## src/rtl/alu_ctrl_pkg.sv

```systemverilog
// Shared constants for the ALU arbiter: select codes, FSM encoding and default widths.
package alu_ctrl_pkg;

  localparam int DATA_WIDTH_DEF = 8;
  localparam int SEL_WIDTH_DEF  = 3;

  localparam logic [2:0] SEL_FORWARD = 3'b000;
  localparam logic [2:0] SEL_ADD     = 3'b001;
  localparam logic [2:0] SEL_AND     = 3'b010;
  localparam logic [2:0] SEL_OR      = 3'b011;

  localparam logic [1:0] ST_IDLE = 2'd0;
  localparam logic [1:0] ST_EXEC = 2'd1;
  localparam logic [1:0] ST_DONE = 2'd2;

  // Any select with the top bit set has no ALU meaning and is rejected without execution
  function automatic logic op_legal(input logic [2:0] op);
    return (op[2] == 1'b0);
  endfunction

endpackage

```

## src/rtl/alu_arbiter_rr_arbiter2.sv

```systemverilog
// Two-way round-robin pick: a lone request wins, a tie goes to the requester not served last.
module rr_arbiter2 (
  input  logic req0,
  input  logic req1,
  input  logic last,
  output logic grant_valid,
  output logic gid
);

  // Grant selection
  always_comb begin
    grant_valid = req0 | req1;
    gid         = 1'b0;
    if (req0 && req1) begin
      gid = ~last;
    end else if (req1) begin
      gid = 1'b1;
    end else begin
      gid = 1'b0;
    end
  end

endmodule

```

## src/rtl/alu_arbiter.sv

```systemverilog
// Shares one combinational ALU between two requesters with round-robin arbitration,
// operand hold for EXEC_CYCLES and per-requester result registers.
module alu_arbiter
  import alu_ctrl_pkg::*;
#(
  parameter int DATA_WIDTH  = DATA_WIDTH_DEF,
  parameter int SEL_WIDTH   = SEL_WIDTH_DEF,
  parameter int EXEC_CYCLES = 1
) (
  input  logic                  clk,
  input  logic                  rst_n,
  input  logic                  req0,
  input  logic [SEL_WIDTH-1:0]  op0,
  input  logic [DATA_WIDTH-1:0] a0,
  input  logic [DATA_WIDTH-1:0] b0,
  output logic                  done0,
  output logic [DATA_WIDTH-1:0] result0,
  input  logic                  req1,
  input  logic [SEL_WIDTH-1:0]  op1,
  input  logic [DATA_WIDTH-1:0] a1,
  input  logic [DATA_WIDTH-1:0] b1,
  output logic                  done1,
  output logic [DATA_WIDTH-1:0] result1,
  output logic [DATA_WIDTH-1:0] alu_data1,
  output logic [DATA_WIDTH-1:0] alu_data2,
  output logic [SEL_WIDTH-1:0]  alu_select,
  input  logic [DATA_WIDTH-1:0] alu_result,
  output logic                  busy,
  output logic                  err
);

  localparam logic [3:0] CNT_INIT = 4'(EXEC_CYCLES - 1);

  logic [1:0]            state_r;
  logic [3:0]            cnt_r;
  logic                  last_r;
  logic                  gid_r;
  logic                  done0_r, done1_r, err_r, busy_r;
  logic [DATA_WIDTH-1:0] result0_r, result1_r;
  logic [DATA_WIDTH-1:0] alu_data1_r, alu_data2_r;
  logic [SEL_WIDTH-1:0]  alu_select_r;

  logic                  grant_valid_s;
  logic                  grant_gid_s;
  logic [SEL_WIDTH-1:0]  grant_op_s;
  logic [DATA_WIDTH-1:0] grant_a_s, grant_b_s;

  rr_arbiter2 u_rr (
    .req0        (req0),
    .req1        (req1),
    .last        (last_r),
    .grant_valid (grant_valid_s),
    .gid         (grant_gid_s)
  );

  // Operand mux for the requester being granted this cycle
  always_comb begin
    if (grant_gid_s) begin
      grant_op_s = op1;
      grant_a_s  = a1;
      grant_b_s  = b1;
    end else begin
      grant_op_s = op0;
      grant_a_s  = a0;
      grant_b_s  = b0;
    end
  end

  // Arbitration FSM; ALU port registers double as the latched operands
  always_ff @(posedge clk or negedge rst_n) begin
    if (!rst_n) begin
      state_r      <= ST_IDLE;
      cnt_r        <= 4'd0;
      last_r       <= 1'b1;
      gid_r        <= 1'b0;
      done0_r      <= 1'b0;
      done1_r      <= 1'b0;
      err_r        <= 1'b0;
      busy_r       <= 1'b0;
      result0_r    <= '0;
      result1_r    <= '0;
      alu_data1_r  <= '0;
      alu_data2_r  <= '0;
      alu_select_r <= '0;
    end else begin
      done0_r <= 1'b0;
      done1_r <= 1'b0;
      err_r   <= 1'b0;
      case (state_r)
        ST_IDLE: begin
          if (grant_valid_s) begin
            gid_r  <= grant_gid_s;
            busy_r <= 1'b1;
            if (op_legal(grant_op_s[2:0])) begin
              alu_data1_r  <= grant_a_s;
              alu_data2_r  <= grant_b_s;
              alu_select_r <= grant_op_s;
              cnt_r        <= CNT_INIT;
              state_r      <= ST_EXEC;
            end else begin
              // Illegal select bypasses the ALU: zero result, complete with error next cycle
              if (grant_gid_s) begin
                result1_r <= '0;
              end else begin
                result0_r <= '0;
              end
              done0_r <= ~grant_gid_s;
              done1_r <= grant_gid_s;
              err_r   <= 1'b1;
              state_r <= ST_DONE;
            end
          end else begin
            busy_r <= 1'b0;
          end
        end
        ST_EXEC: begin
          if (cnt_r != 4'd0) begin
            cnt_r <= cnt_r - 4'd1;
          end else begin
            if (gid_r) begin
              result1_r <= alu_result;
            end else begin
              result0_r <= alu_result;
            end
            done0_r <= ~gid_r;
            done1_r <= gid_r;
            state_r <= ST_DONE;
          end
        end
        ST_DONE: begin
          last_r       <= gid_r;
          busy_r       <= 1'b0;
          alu_data1_r  <= '0;
          alu_data2_r  <= '0;
          alu_select_r <= '0;
          state_r      <= ST_IDLE;
        end
        default: begin
          busy_r       <= 1'b0;
          alu_data1_r  <= '0;
          alu_data2_r  <= '0;
          alu_select_r <= '0;
          state_r      <= ST_IDLE;
        end
      endcase
    end
  end

  assign done0      = done0_r;
  assign done1      = done1_r;
  assign err        = err_r;
  assign busy       = busy_r;
  assign result0    = result0_r;
  assign result1    = result1_r;
  assign alu_data1  = alu_data1_r;
  assign alu_data2  = alu_data2_r;
  assign alu_select = alu_select_r;

endmodule

```

## config.mk

```make
export PLATFORM = sky130hd
export DESIGN_NAME = alu_arbiter
export DESIGN_NICKNAME = d
export VERILOG_FILES = /design/src/rtl/alu_ctrl_pkg.sv /design/src/rtl/alu_arbiter_rr_arbiter2.sv /design/src/rtl/alu_arbiter.sv
export SDC_FILE = /design/constraint.sdc
export NUM_CORES = 1
export LEC_CHECK = 0
export CORE_ASPECT_RATIO = 1.75
export CORE_MARGIN = 5
export CORE_UTILIZATION = 39
export DETAILED_ROUTE_END_ITERATION = 12
export HOLD_SLACK_MARGIN = 0.05
export PLACE_DENSITY = 0.81
export SYNTH_ARGS = -nofsm -noshare
export SYNTH_HDL_FRONTEND = slang
export SYNTH_SLANG_ARGS = --single-unit
```

## constraint.sdc

```tcl
create_clock -name clk -period 1.74 [get_ports clk]
set_input_delay 0.435 -clock clk [delete_from_list [all_inputs] [get_ports clk]]
set_output_delay 0.435 -clock clk [all_outputs]
set_load 0.005 [all_outputs]
```

=== Word-level counts from Yosys, hierarchy flattened ===
Index checks and enable logic that the tools add are counted.
W data, S select, Z words.

* Flip-flop bits (word level): 47
* Input bits: 50
* Output and inout bits: 39
* Logic and storage cells: 87

* $add $sub $neg: 1
* Eq/ne operators: 11
* Muxes and demuxes: 47
* Bitwise operators: 5
* Reduce and logical (&&, ||, !) cells: 10

{| class="wikitable"
|+ Operators by type and width
! operator !! count
|-
| $mux W8 || 16
|-
| $pmux W8 S2 || 4
|-
| $ne A2 B2 Y1 const B || 9
|-
| $mux W1 || 12
|-
| $mux W4 || 3
|-
| $reduce_and A6 Y1 || 2
|-
| $mux W3 || 3
|-
| $pmux W4 S2 || 1
|-
| $mux W2 || 3
|-
| $pmux W1 S2 || 3
|-
| $pmux W3 S2 || 1
|-
| $not A1 Y1 || 4
|-
| $pmux W2 S2 || 1
|-
| $reduce_and A2 Y1 || 2
|-
| $reduce_and A4 Y1 || 1
|-
| $reduce_bool A4 Y1 || 1
|-
| $sub A4 B1 Y4 const B || 1
|-
| $reduce_and A3 Y1 || 1
|-
| $eq A2 B1 Y1 const B || 1
|-
| $eq A2 B2 Y1 const B || 1
|-
| $logic_not A2 Y1 || 1
|-
| $reduce_bool A2 Y1 || 1
|-
| $logic_and A1 B1 Y1 || 1
|-
| $or A1 B1 Y1 || 1
|}

=== Longest topological paths before layout ===
Gate-level depths: netlist of the first run.

* Word-level depth: 6
* Depth in mapped cells: 8
* Depth with buffers taken out: 6

=== Modules after synthesis ===
Synthesis of the first run repeated with hierarchy kept, for this count alone.

* Cell total of the unflattened synthesis: 161
* Area, all modules: 2154.6 um^2

{| class="wikitable"
|+ Modules (own cells, without submodules)
! module !! times used !! cells an instance !! area an instance (um^2) !! sequential area each (um^2)
|-
| alu_arbiter || 1 || 159 || 2140.8 || 1152.4
|-
| rr_arbiter2 || 1 || 2 || 13.8 || 0.0
|}

=== Least setup slack after synthesis of the first run ===
Ideal clock, no wire load.

* Kind: register to register
* Start: reg cnt_r[0]
* End: reg result0_r[0] (netlist: result0[0])
* Library setup time: 0.121 ns
* Arrival time: 1.795 ns
* Required time: 1.619 ns
* Slack: -0.176 ns
* Stages on the path, launching flop included: 8
* Path buffers: 1
* Period minus slack after synthesis: 1.916 ns
* Path through: dfrtp_1 > inv_1 > ha_1 > or3b_1 > buf_6 > nor3b_4 > a41oi_2 > a22o_1

* Word-level cells in the longest chain between the ends: 3

{| class="wikitable"
|+ Ends and longest elaborated chain
! item !! line !! text
|-
| start: declaration || alu_arbiter.sv:35 || <nowiki>logic [3:0] cnt_r;</nowiki>
|-
| start signal: assignment || alu_arbiter.sv:118 || <nowiki>cnt_r <= cnt_r - 4'd1;</nowiki>
|-
| $reduce_bool A4 Y1 || alu_arbiter.sv:117 || <nowiki>if (cnt_r != 4'd0) begin</nowiki>
|-
| $ne A2 B2 Y1 (no line) || -- ||
|-
| $reduce_and A6 Y1 (no line) || -- ||
|-
| end signal: assignment || alu_arbiter.sv:123 || <nowiki>result0_r <= alu_result;</nowiki>
|-
| end: declaration || alu_arbiter.sv:39 || <nowiki>logic [DATA_WIDTH-1:0] result0_r, result1_r;</nowiki>
|}

Every way passes these cells.
A chain may end at the register's enable or synchronous reset.

=== Final worst setup path of the first run ===
* Start: reg cnt_r[0]
* End: reg result1_r[3] (netlist: result1[3])

* Word-level cells in the longest chain between the ends: 3

{| class="wikitable"
|+ Ends and longest elaborated chain
! item !! line !! text
|-
| $reduce_bool A4 Y1 || alu_arbiter.sv:117 ||
|-
| $ne A2 B2 Y1 (no line) || -- ||
|-
| $reduce_and A6 Y1 (no line) || -- ||
|-
| end signal: assignment || alu_arbiter.sv:121 || <nowiki>result1_r <= alu_result;</nowiki>
|-
| end: declaration || alu_arbiter.sv:39 ||
|}

Every way passes these cells.

==> flow_summary.json, run 1 <==
{
  "status": "finished with violations",
  "violations": "setup timing",
  "die_area_sq_mm": 0.00718,
  "wl_per_cell_microns": 16.6,
  "die_h_microns": 108,
  "tritoncts": "done",
  "grt_remaining_overflow": 0,
  "hold_violations": 0,
  "grt_max_degree": 29,
  "nets": 333,
  "critPathCapture": "result1[3]",
  "htreeDepth": 2,
  "post-route-period-util_pct": 107,
  "final_common_cell": "clkdlybuf4s50_1",
  "netlist_instances": 165,
  "synth_top_area_share_pct": 52.2,
  "power_density_mw_per_mm2": 1560,
  "cp-end-kind": "register",
  "grt_first_pass_wirelength_microns": 9280,
  "antenna_found_initial": 0,
  "synthArstFlopShare_pct": 100,
  "nFillCells": 433,
  "synth_cell_type_count": 38,
  "post-route-min-period_ns": 1.86,
  "drc": 0,
  "wl_microns": 5930,
  "clock-skew-final_ns": 0.00921,
  "cts_max_path_buffers": 2,
  "worstReg2RegEnd": "result1[3]",
  "cts-buffers-inserted": 5,
  "p_leak_nw": 1.62,
  "synth_nets": 217,
  "rr_worst_depth": 7,
  "syn_to_final_growth_pct": 65.8,
  "critPathKind": "reg2reg",
  "drv_cap": 0,
  "yosys_most_used_dff": "dfrtp_1",
  "synth-seq-cells": 46,
  "clockRootBuffer": "clkbuf_8",
  "synth_top_cells_by_area": "dfrtp_1, mux2_2, a22o_1",
  "rsz0062_at_grt": "true",
  "synth_area_sq_mm": 0.00216,
  "cp-startpoint": "cnt_r[0]",
  "clock_sinks": 46,
  "row_count": 36,
  "yosysTopAreaCell": "dfrtp_1",
  "synth_area_per_cell_sq_um": 13.1,
  "place_congestion": 0.789,
  "setup_viol": 21,
  "ant_nets": 0,
  "cp.arrival_ns": 2.05,
  "die_w_microns": 66.2,
  "preCtsSetupSlack_ns": -0.477,
  "grtUsageTotal_pct": 17.0,
  "r2r_slack_ns": -0.12,
  "cp.required_ns": 1.93,
  "io_pins": 89,
  "start_kind": "register",
  "route.vias.total": 1735,
  "max-vdd-ir-drop_mv": 1.06,
  "yosysWarnings": 0,
  "clock_latency_ns": 0.31,
  "drive_gt1_share_pct": 35.1,
  "dr.pass1.iters": 4,
  "path_clk_slew_ns": 0.09,
  "hp-class": "in2async",
  "fmax_mhz": 539,
  "r2r-start": "cnt_r[0]",
  "diodes": 0,
  "grt_pass1_vias": 1959,
  "layout_common_cells": "clkdlybuf4s50_1, dfrtp_1, a22o_1, buf_4, mux2_2",
  "drt-initial-drc-count": 45,
  "stdcell_count": 358,
  "slew_viol_final": 0,
  "synth_edf_count": 0,
  "dp_cells": 343,
  "fin_ws_ns": -0.116,
  "core-area_sq_mm": 0.00550,
  "io_buffers": 87,
  "initial_utilization_pct": 39.3,
  "viasPerCell": 4.85,
  "dp_hpwl_microns": 4490,
  "crit_fanout": 9,
  "seq_area_frac_synth_pct": 53.4
}
==> cell usage after synthesis, types with 2 or more instances <==
| master | n |
|---|---|
| inv_1 | 5 |
| nor2_1 | 8 |
| xnor2_1 | 2 |
| ha_1 | 2 |
| buf_4 | 5 |
| o2bb2ai_1 | 3 |
| a21o_1 | 2 |
| mux2_2 | 27 |
| a21oi_1 | 2 |
| dfrtp_1 | 45 |
| nand2_1 | 4 |
| buf_2 | 2 |
| and2_2 | 8 |
| nor2b_1 | 2 |
| a22o_1 | 25 |
==> power by group <==
group	switching [W]	total [W]	internal (W)
registers	0.000242	0.00173	0.00149
logic	0.00116	0.00316	0.00200
clock network	0.000380	0.000670	0.000290
==> critical path: stages, from the launching register on <==
cell and delay (ns):
dfrtp_1 0.40, inv_2 0.09, ha_4 0.13, or3b_4 0.41, inv_2 0.06, a32o_2 0.19
buf_12 0.13, mux2_2 0.32
==> layout make-up <==
type	instances	area (sq um)	area share [%]
Multi-Input combinational cell	103	996	27.9
Clock buffer	5	68.8	1.92
Tap cell	76	95.1	2.66
Timing Repair Buffer	120	1220	34.1
Clock inverter	3	25.0	0.700
Inverter	5	18.8	0.525
Sequential cell	46	1150	32.2
==> routing by layer <==
layer | global-route usage, % | routed length, microns | up-vias
met2 | 31.7 | 3290 | 66
met1 | 17.8 | 2150 | 833
met3 | 4.37 | 410 | 6
li1 | - | - | 830
met4 | 6.40 | 83 | 0
met5 | 0 | 0 | -
==> repair_timing <==
item	CTS	global route
cloned	2	0
endpoints found under the setup margin	39	22
setup buffers	3	2
pin swaps	4	5
gates resized for setup	13	11
hold buffers	0	0
==> worst min-delay path by stage <==
stage           from           end  depth (start not counted)
2_1_floorplan  rst_n  alu_data1[0]                          0
3_3_place_gp   rst_n  alu_data1[0]                          1
3_5_place_dp   rst_n  alu_data1[0]                          1
4_1_cts        rst_n  alu_data1[0]                          1
5_1_grt        rst_n          busy                          1
6_report       rst_n          busy                          1
==> kinds of logic (layout without fill, tap and decap cells) <==
kind of cell,after synthesis,after routing,share of synthesized area [%]
adders and majority gates,2,2,1.16
and+or+nand+nor,29,29,8.24
muxes,27,27,14.1
DFF,46,46,53.4
xor gates and xnor gates,2,2,0.812
buffers and inverters,16,133,4.64
AOI/OAI and AO/OA,42,42,17.5
other,1,1,0.174
==> metrics by stage <==
| stage | hold slack [ns] | total power, W | cell area [sq um] | utilization (%) | TNS, ns |
|---|---|---|---|---|---|
| final | 0.0654 | 0.00556 | 3580 | 65.1 | -1.80 |
| after global routing | 0.0997 | 0.00593 | 3580 | 65.1 | -3.20 |
| after CTS | 0.0696 | 0.00551 | 3520 | 64.1 | -1.49 |
| after detailed placement | 0.415 | 0.00454 | 3320 | 60.5 | -14.67 |
| after global placement | 0.401 | 0.00446 | 3320 | 60.5 | -13.49 |
| after floorplan | 0.139 | 0.00319 | 2220 | - | -2.63 |
==> sequential cells by signal, indices dropped and copies added, names as in the netlist <==
name and cells:
alu_data1 8, alu_data2 8, result0 8, result1 8
cnt_r 4, alu_select 2, state_r 2, busy 1
done0 1, done1 1, err 1, gid_r 1
last_r 1
(Power assumes the default switching activity.)
==> run 2: changes to the inputs <==
--- a/config.mk
+++ b/config.mk
@@ -7,10 +7,10 @@
 export LEC_CHECK = 0
 export CORE_ASPECT_RATIO = 1.75
 export CORE_MARGIN = 5
-export CORE_UTILIZATION = 39
+export CORE_UTILIZATION = 46
 export DETAILED_ROUTE_END_ITERATION = 12
 export HOLD_SLACK_MARGIN = 0.05
-export PLACE_DENSITY = 0.81
+export PLACE_DENSITY = 0.89
 export SYNTH_ARGS = -nofsm -noshare
 export SYNTH_HDL_FRONTEND = slang
 export SYNTH_SLANG_ARGS = --single-unit
==> constraint.sdc (replaced) <==
create_clock -name clk -period 2.2 [get_ports clk]
set_input_delay 0.55 -clock clk [delete_from_list [all_inputs] [get_ports clk]]
set_output_delay 0.55 -clock clk [all_outputs]
set_load 0.005 [all_outputs]
==> run 2 against run 1 <==
Via count shrank 2.6%; non-clock buffer count shrank 17; cell area shrank 7.5%; largest cell class is now registers; clock power grew 13%; critical path depth is the same; sequential power shrank 19%; highest routed layer unchanged; clock skew shrank 0.0042 ns; the flow now finishes without violations; critical path type is now in2reg; global-route usage grew 1.8 points.
==> flow_summary.json, run 2 (synthesized netlist as in run 1, its figures left out) <==
{
  "status": "finished, final reports clean",
  "cp_cell_sequence": "clkdlybuf4s50_1, a21bo_2, buf_4, nor2_1, a32o_1, buf_12, mux2_2",
  "p_int_w": 0.00288,
  "setup_viol": 0,
  "dr.pass1.iters": 4,
  "die_h_microns": 101,
  "grtUsageTotal_pct": 18.8,
  "io_buffers": 87,
  "hold_violations": 0,
  "post-route-period-util_pct": 93.5,
  "cts-buffers-inserted": 5,
  "crit_family": "buffers and inverters",
  "grt_max_degree": 19,
  "layout_common_cells": "clkdlybuf4s50_1, dfrtp_1, mux2_2",
  "grt_remaining_overflow": 0,
  "ant_nets": 0,
  "path_buf_inv": 3,
  "r2r_slack_ns": 0.20,
  "drive_gt1_share_pct": 25.7,
  "core-area_sq_mm": 0.00462,
  "postCtsHoldBufs": 0,
  "die_area_sq_mm": 0.00621,
  "syn_to_final_growth_pct": 53.3,
  "post-route-min-period_ns": 2.06,
  "fin_tns_setup_ns": 0,
  "drv_cap": 0,
  "cp.arrival_ns": 2.25,
  "stdcell_count": 317,
  "pwr-share-seq_pct": 34.1,
  "p_clk_share_pct": 18.5,
  "initial_utilization_pct": 46.6,
  "start_kind": "input port",
  "tritoncts": "done",
  "rsz0062_at_grt": "false",
  "postCtsSetupBuffers": 1,
  "slowest_stage": "clkdlybuf4s50_1",
  "nets": 316,
  "die_w_microns": 61.8,
  "slew_viol_final": 0,
  "cp.required_ns": 2.39,
  "dp_hpwl_microns": 4210,
  "clockRootBuffer": "clkbuf_8",
  "drc": 0,
  "fin_util_pct": 71.5,
  "critPathKind": "in2reg",
  "fmax_mhz": 486,
  "route.vias.total": 1690,
  "p_leak_nw": 1.50,
  "wl_per_cell_microns": 16.8,
  "diodes": 0,
  "path_clk_slew_ns": 0.08,
  "final_common_cell": "clkdlybuf4s50_1",
  "io_pins": 89,
  "viasPerCell": 5.33,
  "dp_cells": 308,
  "clock-skew-final_ns": 0.00501,
  "hp-class": "in2async",
  "antenna_found_initial": 0,
  "clock_sinks": 46,
  "htreeDepth": 2,
  "grt_pass1_vias": 1864,
  "crit_fanout": 9,
  "wl_microns": 5340,
  "p_sw_w": 0.00123,
  "drt-initial-drc-count": 31,
  "clock_latency_ns": 0.30,
  "comb_power_share_pct": 47.4,
  "row_count": 33,
  "max_stage_delay_ns": 0.47,
  "cts_resized": 0,
  "swShare_pct": 29.9,
  "cp-end-kind": "register",
  "max-vdd-ir-drop_mv": 0.941,
  "grt_first_pass_wirelength_microns": 8630,
  "place_congestion": 0.754,
  "power_density_mw_per_mm2": 1240,
  "cts_max_path_buffers": 2
}
-- run 2: worst paths after layout --
path,from,end,cells past startpoint
min in group clk,alu_data2[0],alu_data2[0],1
setup / recovery,req1,result1[6],7
setup reg to reg,cnt_r[0],result1[6],7
hold / removal,rst_n,alu_data1[3],1
max in group asynchronous,rst_n,state_r[0],2
hold reg to reg,alu_data2[0],alu_data2[0],1
-- run 2: cell type report --
class | count | area [sq um]
Clock inverter | 2 | 60.1
Inverter | 5 | 18.8
Clock buffer | 6 | 82.6
Multi-Input combinational cell | 103 | 905
Tap cell | 52 | 65.1
Sequential cell | 46 | 1150
Fill cell | 327 | 1320
Timing Repair Buffer | 103 | 1020
-- run 2: routing by layer --
metal,vias to the layer above,part of all wire (%),global-route usage [%]
met3,11,7.2,5.38
met2,61,56,33.8
met4,0,2.3,7.52
li1,794,-,-
met5,-,0,0
met1,824,34,19.5
-- run 2: worst reg2reg max path, delay by kind of cell (launching register included) --
family                   cells  cell delay (ns)
AND/OR/NAND/NOR              1             0.46
flip-flops                   1             0.42
buffers and inverters        3             0.33
multiplexers                 1             0.33
AO/OA/AOI/OAI                1             0.22
adder cells (fa/ha/maj)      1             0.14
-- run 2: power groups by stage --
stage,logic (W),registers (W),clock network (W)
final,0.00195,0.00140,0.000760
after global routing,0.00212,0.00145,0.000814
after CTS,0.00198,0.00140,0.000783
after detailed placement,0.00194,0.00141,0
after global placement,0.00188,0.00140,0
after floorplan,0.00107,0.00138,0
-- run 2: per-stage QoR --
stage	hold slack [ns]	instance area [sq um]	worst slack (ns)	total power, W
2_1_floorplan	0.254	2160	0.203	0.00246
3_3_place_gp	0.489	3140	-0.303	0.00329
3_5_place_dp	0.492	3140	-0.409	0.00335
4_1_cts	0.170	3310	0.127	0.00417
5_1_grt	0.177	3310	0.0490	0.00439
6_report	0.172	3310	0.143	0.00411
==> RTL change: new RTL, config.mk and constraints of run 1 <==
`SEL_WIDTH_DEF`: 3 -> 4.
--- a/src/rtl/alu_ctrl_pkg.sv
+++ b/src/rtl/alu_ctrl_pkg.sv
@@ -3,5 +3,5 @@
 
   localparam int DATA_WIDTH_DEF = 8;
-  localparam int SEL_WIDTH_DEF  = 3;
+  localparam int SEL_WIDTH_DEF  = 4;
 
   localparam logic [2:0] SEL_FORWARD = 3'b000;
Ports: changed (resized alu_select, op0 and op1); port bits go from 89 to 92. The function was not compared with the original's and may differ.
==> RTL change against run 1 <==
  * The run still ends with setup timing left
  * Total power up 5.1%
  * Routed wire length up 3.2%
  * Combinational power up 3%
  * Setup slack worse by 0.028 ns
  * Sequential cell count up 1
  * First-iteration DRC count up 58%
  * Synthesized cell count up 1.8%
  * Final area up 3.0%
  * Synthesized area up 1.6%
  * Critical endpoint is now result1[4]
  * Largest power group unchanged
==> RTL change: results (changes against run 1) <==
GRT Overall Usage=17.5% (was 17.0%); post-route setup slack=-0.144 ns (was -0.116 ns); CP max FO=4 (was 9); top cells by area, synth=dfrtp_1 53%, mux2_2 14%, a22o_1 10% (was dfrtp_1 52%, mux2_2 14%, a22o_1 10%); Adder-Cell Fraction of Synth Area=1.14% (was 1.16%); post-synthesis mux area share=14.4% (was 14.1%); Unique masters post-synth=39 (was 38); buffers added on ports=90 (was 87); Synth Area in XOR/XNOR=0.799% (was 0.812%); via/cell ratio=4.95 (was 4.85); Fin Clk Skew=0.00806 ns (was 0.00921 ns); area fraction in compound gates after synthesis=17.6% (was 17.5%); outcome=complete, but fails checks (unchanged); Diodes inserted=0 (unchanged); largest net degree at the start of global routing=22 (was 29); DRT iter0 DRCs=71 (was 45); Nets=341 (was 333); syn nets=222 (was 217); vias in the first global route=1945 (was 1959); count of final setup violators=20 (was 21); hpwl dp=4.50 mm (was 4.49 mm); Post-synth top cells=46 x dfrtp_1, 28 x mux2_2, 26 x a22o_1, 8 x nor2_1, 7 x and2_2 (was 45 x dfrtp_1, 27 x mux2_2, 25 x a22o_1, 8 x and2_2, 8 x nor2_1); Seq/Total Area, Yosys=53.7% (was 53.4%); Peak VDD IR=0.00113 V (was 0.00106 V); router iterations before antenna repair=4 (unchanged); P_leak=1.67 nW (was 1.62 nW); first-pass GRT wire length=9.58 mm (was 9.28 mm); failing checks=setup timing (unchanged); CTS clk-pin slew, worst paths=0.09 ns (about the same); layout cells sized above 1=33.0% (was 35.1%); drt wl/cell=16.8 um (was 16.6 um); CP arrival=2.07 ns (was 2.05 ns); crit-path max cell delay=0.41 ns (about the same); RePlAce Congestion=0.796 (was 0.789)
RTL change: cell types whose count changed after synthesis, sizes merged:
cell and delta:
clkbuf +1, dfrtp +1, a22o +1, buf -1
mux2 +1
RTL change: metal layers:
metal  GRT usage, %  share of wire (%)
met5              0                  0
met2           32.1                 56
met1           19.5                 36
met4           5.67                1.5
met3           3.81                6.3
RTL change: per-stage QoR:
stage                     total power, mW  setup TNS [ns]  cell area [um2]  worst slack (ns)  instances
after floorplan                      3.25           -2.89             2250            -0.126        168
after global placement               4.58          -15.14             3410            -0.477        351
after detailed placement             4.66          -16.69             3410            -0.545        351
after CTS                            5.79           -1.12             3620            -0.101        363
after global routing                 6.22           -2.55             3680            -0.186        364
final                                5.85           -1.41             3680            -0.144        364
RTL change: cell type report:
type                    count  area (um2)
flip-flops and latches     47        1180
inverters                   5        18.8
clock inverters             3        47.5
clock buffers               5        68.8
fillers                   428        1860
well taps                  76        95.1
multi-input cells         105        1020
repair buffers            123        1260
RTL change: final timing paths:
check	cells after the start	to	slack, ns	start
setup / recovery	7	result1[4]	-0.14	cnt_r[1]
hold / removal	1	alu_data1[7]	0.09	rst_n
setup reg to reg	7	result1[4]	-0.14	cnt_r[1]
hold reg to reg	1	alu_data1[0]	0.51	alu_data1[0]
max in group asynchronous	2	result1[5]	1.07	rst_n
min in group clk	1	alu_data1[0]	0.51	alu_data1[0]
RTL change: where the power goes:
| group | total (mW) | internal (mW) | switching, mW | leakage (nW) |
|---|---|---|---|---|
| clock network | 0.810 | 0.435 | 0.375 | 0.0587 |
| registers | 1.78 | 1.52 | 0.260 | 0.618 |
| logic | 3.25 | 2.08 | 1.18 | 0.989 |
RTL change: what timing repair did:
item	4_1_cts	5_1_grt
cloned	2	1
setup buffers	2	0
pin swaps	3	3
setup endpoints to repair	41	40
resized for setup	10	10
